## config.mk

```make
export PLATFORM = sky130hd
export DESIGN_NAME = uart_tx_arbiter_flat
export DESIGN_NICKNAME = d
export VERILOG_FILES = /design/src/rtl/uart_tx_arbiter_pkg.sv /design/src/rtl/uart_tx_arbiter_if.sv /design/src/rtl/uart_tx_arbiter_rr_pick.sv /design/src/rtl/uart_tx_arbiter.sv /design/src/flat_wrapper.sv
export SDC_FILE = /design/constraint.sdc
export NUM_CORES = 1
export LEC_CHECK = 0
export CORE_MARGIN = 2
export CORE_UTILIZATION = 45
export CTS_CLUSTER_DIAMETER = 60
export DETAILED_ROUTE_END_ITERATION = 8
export PLACE_DENSITY = 0.85
export REMOVE_ABC_BUFFERS = 1
export SYNTH_ARGS = -nofsm -noshare
export SYNTH_HDL_FRONTEND = slang
export SYNTH_SLANG_ARGS = --single-unit
export TNS_END_PERCENT = 5
```

## constraint.sdc

```tcl
create_clock -name clk -period 2.95 [get_ports clk]
set_input_delay 0.59 -clock clk [delete_from_list [all_inputs] [get_ports clk]]
set_output_delay 0.59 -clock clk [all_outputs]
set_load 0.01 [all_outputs]
```

## src/rtl/uart_tx_arbiter_pkg.sv

```systemverilog
// Shared types and constants for the UART transmit arbiter.
package uart_tx_arb_pkg;

   typedef enum logic [2:0] {
      IDLE,
      LOAD,
      SEND,
      WAIT,
      HOLD
   } arb_state_t;

   localparam logic [2:0] BAUD_115200 = 3'd4;

endpackage

```

## src/rtl/uart_tx_arbiter_if.sv

```systemverilog
// Byte-stream requester bundle: one valid/ready/last lane and one byte per requester.
interface uart_tx_arbiter_if #(
   parameter int N_REQ = 4
);

   logic [N_REQ-1:0]   req_valid;
   logic [8*N_REQ-1:0] req_data;
   logic [N_REQ-1:0]   req_last;
   logic [N_REQ-1:0]   req_ready;

   modport master (
      output req_valid,
      output req_data,
      output req_last,
      input  req_ready
   );

   modport slave (
      input  req_valid,
      input  req_data,
      input  req_last,
      output req_ready
   );

endinterface

```

## src/rtl/uart_tx_arbiter_rr_pick.sv

```systemverilog
// Combinational round-robin picker: first set request at or after ptr, wrapping.
module rr_pick #(
   parameter int N = 4,
   parameter int W = $clog2(N)
) (
   input  logic [N-1:0] req,
   input  logic [W-1:0] ptr,
   output logic [N-1:0] grant_oh,
   output logic [W-1:0] grant_idx,
   output logic         found
);

   localparam int W1 = W + 1;

   logic [W:0]   sum;
   logic [W-1:0] idx;

   // One extra bit keeps ptr+i from overflowing before the modulo fold.
   always_comb begin
      grant_oh  = '0;
      grant_idx = '0;
      found     = 1'b0;
      sum       = '0;
      idx       = '0;
      for (int i = 0; i < N; i++) begin
         sum = {1'b0, ptr} + W1'(i);
         if (sum >= W1'(N)) begin
            sum = sum - W1'(N);
         end
         idx = sum[W-1:0];
         if (!found && req[idx]) begin
            found         = 1'b1;
            grant_oh[idx] = 1'b1;
            grant_idx     = idx;
         end
      end
   end

endmodule

```

## src/rtl/uart_tx_arbiter.sv

```systemverilog
// Shares one UART transmitter among N_REQ byte requesters, round robin,
// optionally keeping the grant on one requester until the end of its packet.
module uart_tx_arbiter
   import uart_tx_arb_pkg::*;
#(
   parameter int         N_REQ        = 4,
   parameter bit         LOCK_EN      = 1'b1,
   parameter int         HOLD_TIMEOUT = 1024,
   parameter logic [2:0] BAUD_DEFAULT = BAUD_115200,
   localparam int        GW           = $clog2(N_REQ)
) (
   input  logic                 clk,
   input  logic                 nrst,
   uart_tx_arbiter_if.slave     req,
   input  logic [2:0]           cfg_baud_set,
   input  logic                 tx_done,
   input  logic                 uart_state,
   output logic [7:0]           data_byte,
   output logic [2:0]           baud_set,
   output logic                 send_en,
   output logic [GW-1:0]        grant_id,
   output logic                 busy
);

   localparam int CW = $clog2(HOLD_TIMEOUT + 1);

   arb_state_t       state;
   logic [GW-1:0]    ptr;
   logic [GW-1:0]    next_ptr;
   logic             last_flag;
   logic             tx_done_q;
   logic             tx_done_rise;
   logic [CW-1:0]    hold_cnt;
   logic [N_REQ-1:0] req_ready_q;
   logic [N_REQ-1:0] grant_oh_cur;
   logic [N_REQ-1:0] pick_oh;
   logic [GW-1:0]    pick_idx;
   logic             pick_found;
   logic [7:0]       sel_data;
   logic             sel_last;

   rr_pick #(
      .N (N_REQ),
      .W (GW)
   ) u_pick (
      .req       (req.req_valid),
      .ptr       (ptr),
      .grant_oh  (pick_oh),
      .grant_idx (pick_idx),
      .found     (pick_found)
   );

   assign req.req_ready = req_ready_q;
   assign busy          = (state != IDLE);
   assign tx_done_rise  = tx_done & ~tx_done_q;
   assign grant_oh_cur  = {{(N_REQ-1){1'b0}}, 1'b1} << grant_id;
   assign next_ptr      = (grant_id == GW'(N_REQ - 1)) ? '0 : grant_id + 1'b1;

   always_comb begin
      sel_data = '0;
      sel_last = 1'b0;
      for (int i = 0; i < N_REQ; i++) begin
         if (grant_id == GW'(i)) begin
            sel_data = req.req_data[8*i +: 8];
            sel_last = req.req_last[i];
         end
      end
   end

   // send_en is raised on the LOAD->SEND edge when the transmitter is idle so
   // the start pulse lands one cycle after the byte is taken; SEND retries
   // until uart_state drops and then leaves after the pulse cycle.
   always_ff @(posedge clk or negedge nrst) begin
      if (!nrst) begin
         state       <= IDLE;
         send_en     <= 1'b0;
         req_ready_q <= '0;
         data_byte   <= '0;
         baud_set    <= BAUD_DEFAULT;
         grant_id    <= '0;
         ptr         <= '0;
         hold_cnt    <= '0;
         last_flag   <= 1'b0;
         tx_done_q   <= 1'b0;
      end else begin
         tx_done_q <= tx_done;
         send_en   <= 1'b0;
         case (state)
            IDLE: begin
               if (pick_found) begin
                  grant_id    <= pick_idx;
                  baud_set    <= cfg_baud_set;
                  req_ready_q <= pick_oh;
                  state       <= LOAD;
               end
            end
            LOAD: begin
               req_ready_q <= '0;
               data_byte   <= sel_data;
               last_flag   <= sel_last;
               send_en     <= ~uart_state;
               state       <= SEND;
            end
            SEND: begin
               if (send_en) begin
                  state <= WAIT;
               end else if (!uart_state) begin
                  send_en <= 1'b1;
               end
            end
            WAIT: begin
               if (tx_done_rise) begin
                  if (!LOCK_EN || last_flag) begin
                     state <= IDLE;
                     ptr   <= next_ptr;
                  end else begin
                     state    <= HOLD;
                     hold_cnt <= '0;
                  end
               end
            end
            HOLD: begin
               if (req.req_valid[grant_id]) begin
                  req_ready_q <= grant_oh_cur;
                  state       <= LOAD;
               end else if (hold_cnt == CW'(HOLD_TIMEOUT - 1)) begin
                  state <= IDLE;
                  ptr   <= next_ptr;
               end else begin
                  hold_cnt <= hold_cnt + 1'b1;
               end
            end
            default: state <= IDLE;
         endcase
      end
   end

endmodule

```

## src/flat_wrapper.sv

```systemverilog
// flat-port wrapper written by rule: the top's interface ports become plain ports
module uart_tx_arbiter_flat import uart_tx_arb_pkg::*;
#(
   parameter int         N_REQ        = 4,
   parameter bit         LOCK_EN      = 1'b1,
   parameter int         HOLD_TIMEOUT = 1024,
   parameter logic [2:0] BAUD_DEFAULT = BAUD_115200,
   localparam int        GW           = $clog2(N_REQ)
)
  (clk, nrst, cfg_baud_set, tx_done, uart_state, data_byte, baud_set, send_en, grant_id, busy, req_req_valid, req_req_data, req_req_last, req_req_ready);
  uart_tx_arbiter_if #(.N_REQ(N_REQ)) req_i ();
  input  logic clk;
  input  logic nrst;
  input  logic [2:0] cfg_baud_set;
  input  logic tx_done;
  input  logic uart_state;
  output logic [7:0] data_byte;
  output logic [2:0] baud_set;
  output logic send_en;
  output logic [GW-1:0] grant_id;
  output logic busy;
  input wire logic [$bits(req_i.req_valid)-1:0] req_req_valid;
  input wire logic [$bits(req_i.req_data)-1:0] req_req_data;
  input wire logic [$bits(req_i.req_last)-1:0] req_req_last;
  output wire logic [$bits(req_i.req_ready)-1:0] req_req_ready;
  assign req_i.req_valid = req_req_valid;
  assign req_i.req_data = req_req_data;
  assign req_i.req_last = req_req_last;
  assign req_req_ready = req_i.req_ready;
  uart_tx_arbiter #(.N_REQ(N_REQ), .LOCK_EN(LOCK_EN), .HOLD_TIMEOUT(HOLD_TIMEOUT), .BAUD_DEFAULT(BAUD_DEFAULT)) u_core (.clk(clk), .nrst(nrst), .req(req_i), .cfg_baud_set(cfg_baud_set), .tx_done(tx_done), .uart_state(uart_state), .data_byte(data_byte), .baud_set(baud_set), .send_en(send_en), .grant_id(grant_id), .busy(busy));
endmodule
```

==> results of run 1 <==
routing by layer:
metal  track usage (%)  vias up  wire [um]
li1                  -     1150          -
met1              25.7     1125       2730
met2              35.4       66       3090
met3              3.96       10        314
met4              6.72        0        115
met5                 0        -          0
sequential cells by signal, indices dropped and copies added (netlist names):
| register | flops |
|---|---|
| u_core.req.req_ready | 4 |
| u_core.state | 3 |
| u_core.tx_done_q | 1 |
| u_core.ptr | 2 |
| u_core.baud_set | 3 |
| u_core.last_flag | 1 |
| u_core.grant_id | 2 |
| u_core.hold_cnt | 11 |
| u_core.data_byte | 8 |
| u_core.send_en | 1 |
cell usage after synthesis (3+ instances only):
master / instances
dfrtp_1: 35
nand2_1: 33
nor2_1: 25
a21oi_1: 21
clkbuf_1: 14
o211ai_1: 11
ha_1: 10
nand3_1: 10
o21a_1: 8
xnor2_1: 8
inv_1: 7
nand3b_1: 7
nor3_1: 7
nor2b_1: 6
mux4_2: 5
nor3_2: 5
a221oi_1: 4
mux2_1: 4
mux2i_1: 4
o21ai_1: 4
buf_2: 3
nand4_1: 3
nor3b_1: 3
o21ai_0: 3
o22ai_1: 3
final cells by class:
type | count | area (um^2) | share of cell area [%]
inverter | 8 | 30.0 | 0.899
clock buffer | 8 | 90.1 | 2.70
multi-input combinational | 218 | 1540 | 46.0
timing repair buffer | 71 | 691 | 20.7
sequential | 36 | 902 | 27.0
tap | 72 | 90.1 | 2.70
worst register-to-register path, stage by stage, from the launching register on:
cell	delay [ns]
dfrtp_1	0.36
inv_1	0.09
ha_1	0.47
mux4_2	0.63
a221oi_1	0.35
nor2_1	0.09
a211o_1	0.27
power by group through the flow:
stage	combinational, mW	sequential [mW]	clock [mW]
3_3_place_gp	1.62	0.899	0
3_5_place_dp	1.66	0.907	0
4_1_cts	1.68	0.907	0.366
2_1_floorplan	0.979	0.963	0
6_report	1.67	0.909	0.360
5_1_grt	1.83	0.936	0.387
through the flow:
step                cells  hold slack [ns]  cell area, um^2  setup slack, ns
floorplan             262            0.294             2470            0.345
global placement      405            0.471             3250            0.305
detailed placement    405            0.479             3250            0.278
CTS                   413            0.441             3340            0.572
global route          413            0.487             3340            0.387
finish                413            0.409             3340            0.556
path summary, 6_finish.rpt:
path	startpoint	end	slack, ns	depth (start not counted)
setup / recovery	req_req_valid[1]	u_core.req.req_ready[0]	0.56	7
hold / removal	nrst	u_core.hold_cnt[4]	0.41	1
setup reg to reg	u_core.ptr[1]	u_core.req.req_ready[2]	0.57	6
hold reg to reg	u_core.baud_set[0]	u_core.baud_set[0]	0.49	1
max in group asynchronous	nrst	u_core.req.req_ready[0]	1.98	1
min in group clk	u_core.baud_set[0]	u_core.baud_set[0]	0.49	1
cell families (layout without fill, tap and decap cells):
kind of cell	Yosys count	after routing	share of synthesized area, %
buffers and inverters	27	87	4.69
flip-flops	36	36	35.2
multiplexers	14	14	8.16
AND/OR/NAND/NOR	116	116	24.7
AO/OA/AOI/OAI	70	70	19.6
adder cells (fa/ha/maj)	10	10	4.89
XOR/XNOR	8	8	2.74
==> flow_summary.json, run 1 <==
{
  "ant_nets": 0,
  "yosysSeqAreaShare_pct": 35.2,
  "crit_path_max_incr_delay_ns": 0.68,
  "crit_chain": "clkdlybuf4s50_1, buf_4, nor4_1, a21oi_1, and3_1, nand2_1, nand4_1",
  "core.rowCount": 27,
  "tightest_slew_ns": 0.884,
  "fin_nets": 397,
  "diodes": 0,
  "power_frac_comb_pct": 56.8,
  "netSwitchingPower_mw": 1.22,
  "worstPathMaxFanout": 12,
  "gp_congestion": 0.906,
  "nFillCells": 466,
  "grt_pass1_wl_um": 10200,
  "relSlewSlack_pct": 41.1,
  "area_growth_pct": 30.5,
  "gr-total-overflow": 0,
  "antenna_found_initial": 0,
  "cell_internal_pwr_mw": 1.72,
  "io_pins": 66,
  "max_freq_mhz": 418,
  "path_buf_inv": 2,
  "cts_sinks": 36,
  "yosys.area.top_type_share_pct": 34.2,
  "worst-setup-path-type": "input port to flip-flop",
  "cts_tree": "done",
  "synth_top_area_cell": "dfrtp_1",
  "async_reset_ff_share_pct": 100,
  "required_ns": 3.16,
  "post_cts_buffers": 0,
  "mostFrequentLayoutCells": "64 x clkdlybuf4s50_1, 35 x dfrtp_1, 33 x nand2_1",
  "slowest_stage": "a21oi_1",
  "ys_ff_latch": 36,
  "cap_violations": 0,
  "status": "finished, final reports clean",
  "core_area_um2": 5510,
  "setup_viol_count_final": 0,
  "start_util_pct": 46.5,
  "grt_pass1_vias": 2181,
  "post_drt_wl_per_cell_um": 15.1,
  "period_share_pct": 81.2,
  "powerDensity_nw_per_um2": 879,
  "portBuffers": 65,
  "cts_buffers": 5,
  "avgSynthCellArea_um2": 9.11,
  "ctsResizeCount": 0,
  "pwr-share-seq_pct": 30.9,
  "tns_ns": 0,
  "p_total_mw": 2.94,
  "routed_wl_um": 6250,
  "track_usage_pct": 20.5,
  "die_y_um": 79.4,
  "netlist_top_cells_area": "dfrtp_1 34%, ha_1 4.9%, nand2_1 4.8%",
  "rsz0062_at_grt": "false",
  "drt_iter0_drc": 145,
  "cts-root-buf": "clkbuf_8",
  "insertion_delay_ns": 0.29,
  "peakVddDrop_mv": 0.478,
  "slew_violations": 0,
  "switching_share_pct": 41.4,
  "hold_buffers": 0,
  "synth-edff-count": 0,
  "synth_flop_cell": "dfrtp_1",
  "crit_family": "buffers and inverters",
  "ys_types": 55,
  "cp-start-kind": "input port",
  "clockBufferDepth": 2,
  "hold_viol_final": 0,
  "clk_pin_slew_ns": 0.07,
  "yosysWarnings": 0,
  "final_common_cell": "clkdlybuf4s50_1",
  "hold_class": "input port to asynchronous set/reset pin",
  "htreeDepth": 2,
  "critPathArrivalTime_ns": 2.60,
  "grt_max_degree": 37,
  "finalCriticalPeriod_ns": 2.39,
  "end_kind": "flip-flop",
  "first_pass_iters": 4,
  "fp.dieW_um": 79.4,
  "worst_clock_skew_ns": 0.00774,
  "syn_area_um2": 2560,
  "drive_above_1_share_pct": 9.09,
  "netlist_instances": 281,
  "num_vias": 2351,
  "drc": 0,
  "leakagePower_nw": 1.30,
  "die_area_um2": 6310,
  "place_hpwl_um": 4610,
  "power_frac_clock_pct": 12.3,
  "fin_util_pct": 60.7,
  "vias_per_cell": 5.69
}
(Power assumes the default switching activity.)
==> run 2, diff against run 1 <==
==> constraint.sdc (replaced) <==
create_clock -name clk -period 2 [get_ports clk]
set_input_delay 0.4 -clock clk [delete_from_list [all_inputs] [get_ports clk]]
set_output_delay 0.4 -clock clk [all_outputs]
set_load 0.01 [all_outputs]
==> flow_summary.json, run 2 (synthesized netlist as in run 1, its figures left out) <==
{
  "reg2reg_depth": 6,
  "fin_cells": 449,
  "hold_class": "input port to asynchronous set/reset pin",
  "pwr-share-seq_pct": 26.7,
  "finalCriticalPeriod_ns": 2.02,
  "leakagePower_nw": 1.49,
  "end_kind": "flip-flop",
  "peakVddDrop_mv": 0.871,
  "worst_clock_skew_ns": 0.00228,
  "worst-setup-path-type": "flip-flop to flip-flop",
  "gr-total-overflow": 0,
  "worstReg2RegEnd": "u_core.req.req_ready[1]",
  "track_usage_pct": 23.0,
  "drive_above_1_share_pct": 21.5,
  "powerDensity_nw_per_um2": 1350,
  "core.rowCount": 27,
  "first_pass_iters": 4,
  "fp.dieW_um": 79.4,
  "grt_pass1_wl_um": 11400,
  "portBuffers": 65,
  "r2r_slack_ns": -0.02,
  "post_drt_wl_per_cell_um": 15.8,
  "top_register": "u_core.hold_cnt",
  "cell_internal_pwr_mw": 2.99,
  "switching_share_pct": 40.1,
  "place_hpwl_um": 4990,
  "hold_viol_final": 0,
  "grt_max_degree": 37,
  "io_pins": 66,
  "htreeDepth": 2,
  "slew_violations": 0,
  "cap_violations": 0,
  "vias_per_cell": 5.64,
  "max_freq_mhz": 494,
  "grt_pass1_vias": 2513,
  "drc": 0,
  "num_vias": 2534,
  "mostFrequentLayoutCells": "59 x clkdlybuf4s50_1, 40 x buf_4, 34 x dfrtp_1",
  "critPathArrivalTime_ns": 2.19,
  "fin_ws_ns": -0.0236,
  "fin_nets": 433,
  "core_area_um2": 5510,
  "netSwitchingPower_mw": 2.00,
  "area_growth_pct": 43.8,
  "power_frac_clock_pct": 12.8,
  "r2r-start": "u_core.ptr[1]",
  "tightest_slew_ns": 0.677,
  "period_share_pct": 101,
  "pre_cts_slack_ns": -0.396,
  "rsz0062_at_grt": "true",
  "status": "complete, but fails checks",
  "cts-root-buf": "clkbuf_8",
  "required_ns": 2.17,
  "clk_pin_slew_ns": 0.07,
  "final_common_cell": "clkdlybuf4s50_1",
  "antenna_found_initial": 0,
  "setup_viol_count_final": 3,
  "violations": "negative setup slack",
  "cts_tree": "done",
  "start_util_pct": 46.5,
  "clockBufferDepth": 2,
  "drt_iter0_drc": 113,
  "gp_congestion": 0.812,
  "cts_sinks": 36,
  "relSlewSlack_pct": 54.9,
  "worstPathMaxFanout": 6,
  "diodes": 0,
  "ant_nets": 0,
  "insertion_delay_ns": 0.29,
  "cp-start-kind": "flip-flop",
  "die_y_um": 79.4,
  "cts_buffers": 5,
  "power_frac_comb_pct": 60.5,
  "dpl.cell_count": 437,
  "largest_reg_flops": 11,
  "routed_wl_um": 7110,
  "die_area_um2": 6310
}
run 2: cell types whose count changed in the layout (fill, tap and decap cells not counted), sizes merged:
cell / change
clkinvlp: +1
clkbuf: -3
dlygate4sd2: +5
clkinv: +1
buf: +36
bufinv: +1
clkdlybuf4s50: -5
run 2: power by group through the flow:
stage	combinational, mW	sequential (mW)	clock (mW)
after floorplan	1.44	1.42	0
after global placement	2.71	1.30	0
after detailed placement	2.79	1.32	0
after CTS	2.94	1.32	0.644
after global routing	3.31	1.36	0.679
final	3.02	1.33	0.638
run 2: cell type report:
class                      count  area (um^2)
fill                         430         1820
multi-input combinational    218         1590
timing repair buffer         107          962
sequential                    36          903
tap                           72         90.1
clock buffer                   5         68.8
clock inverter                 3         42.5
inverter                       8         30.0
run 2: worst max path at each step:
stage / start / end / depth (start not counted)
floorplan: u_core.ptr[0] / u_core.req.req_ready[2] / 6
global placement: req_req_valid[1] / u_core.hold_cnt[9] / 6
detailed placement: req_req_valid[1] / u_core.hold_cnt[7] / 6
CTS: u_core.ptr[0] / u_core.req.req_ready[2] / 6
global route: u_core.ptr[0] / u_core.req.req_ready[1] / 7
finish: u_core.ptr[1] / u_core.req.req_ready[1] / 6
run 2: per-stage QoR:
stage / hold slack, ns / cell area, um^2 / utilization, % / power (mW) / TNS (ns)
2_1_floorplan: 0.104 / 2470 / - / 2.86 / -3.04
3_3_place_gp: 0.463 / 3490 / 63.4 / 4.01 / -5.66
3_5_place_dp: 0.464 / 3490 / 63.4 / 4.11 / -6.46
4_1_cts: 0.149 / 3660 / 66.5 / 4.90 / -0.0187
5_1_grt: 0.181 / 3680 / 66.9 / 5.35 / -0.564
6_report: 0.136 / 3680 / 66.9 / 4.99 / -0.0588
run 2: timing repair:
action	CTS	global route
setup endpoints to repair	14	14
pin swaps	3	9
gates resized for setup	12	8
setup buffers	4	0
hold buffers	0	0
run 2: layer usage:
layer | vias to the layer above | track usage (%) | share of wire (%)
met4 | 0 | 6.72 | 1.3
li1 | 1220 | - | -
met3 | 8 | 4.19 | 4.9
met2 | 77 | 41.0 | 50
met1 | 1229 | 28.2 | 44
met5 | - | 0 | 0
run 2: critical path, stage by stage, from the launching register on:
cell and delay (ns):
dfrtp_1 0.38, inv_2 0.07, ha_4 0.27, mux4_2 0.59, a221o_1 0.36, o211ai_1 0.12, nand4_1 0.11
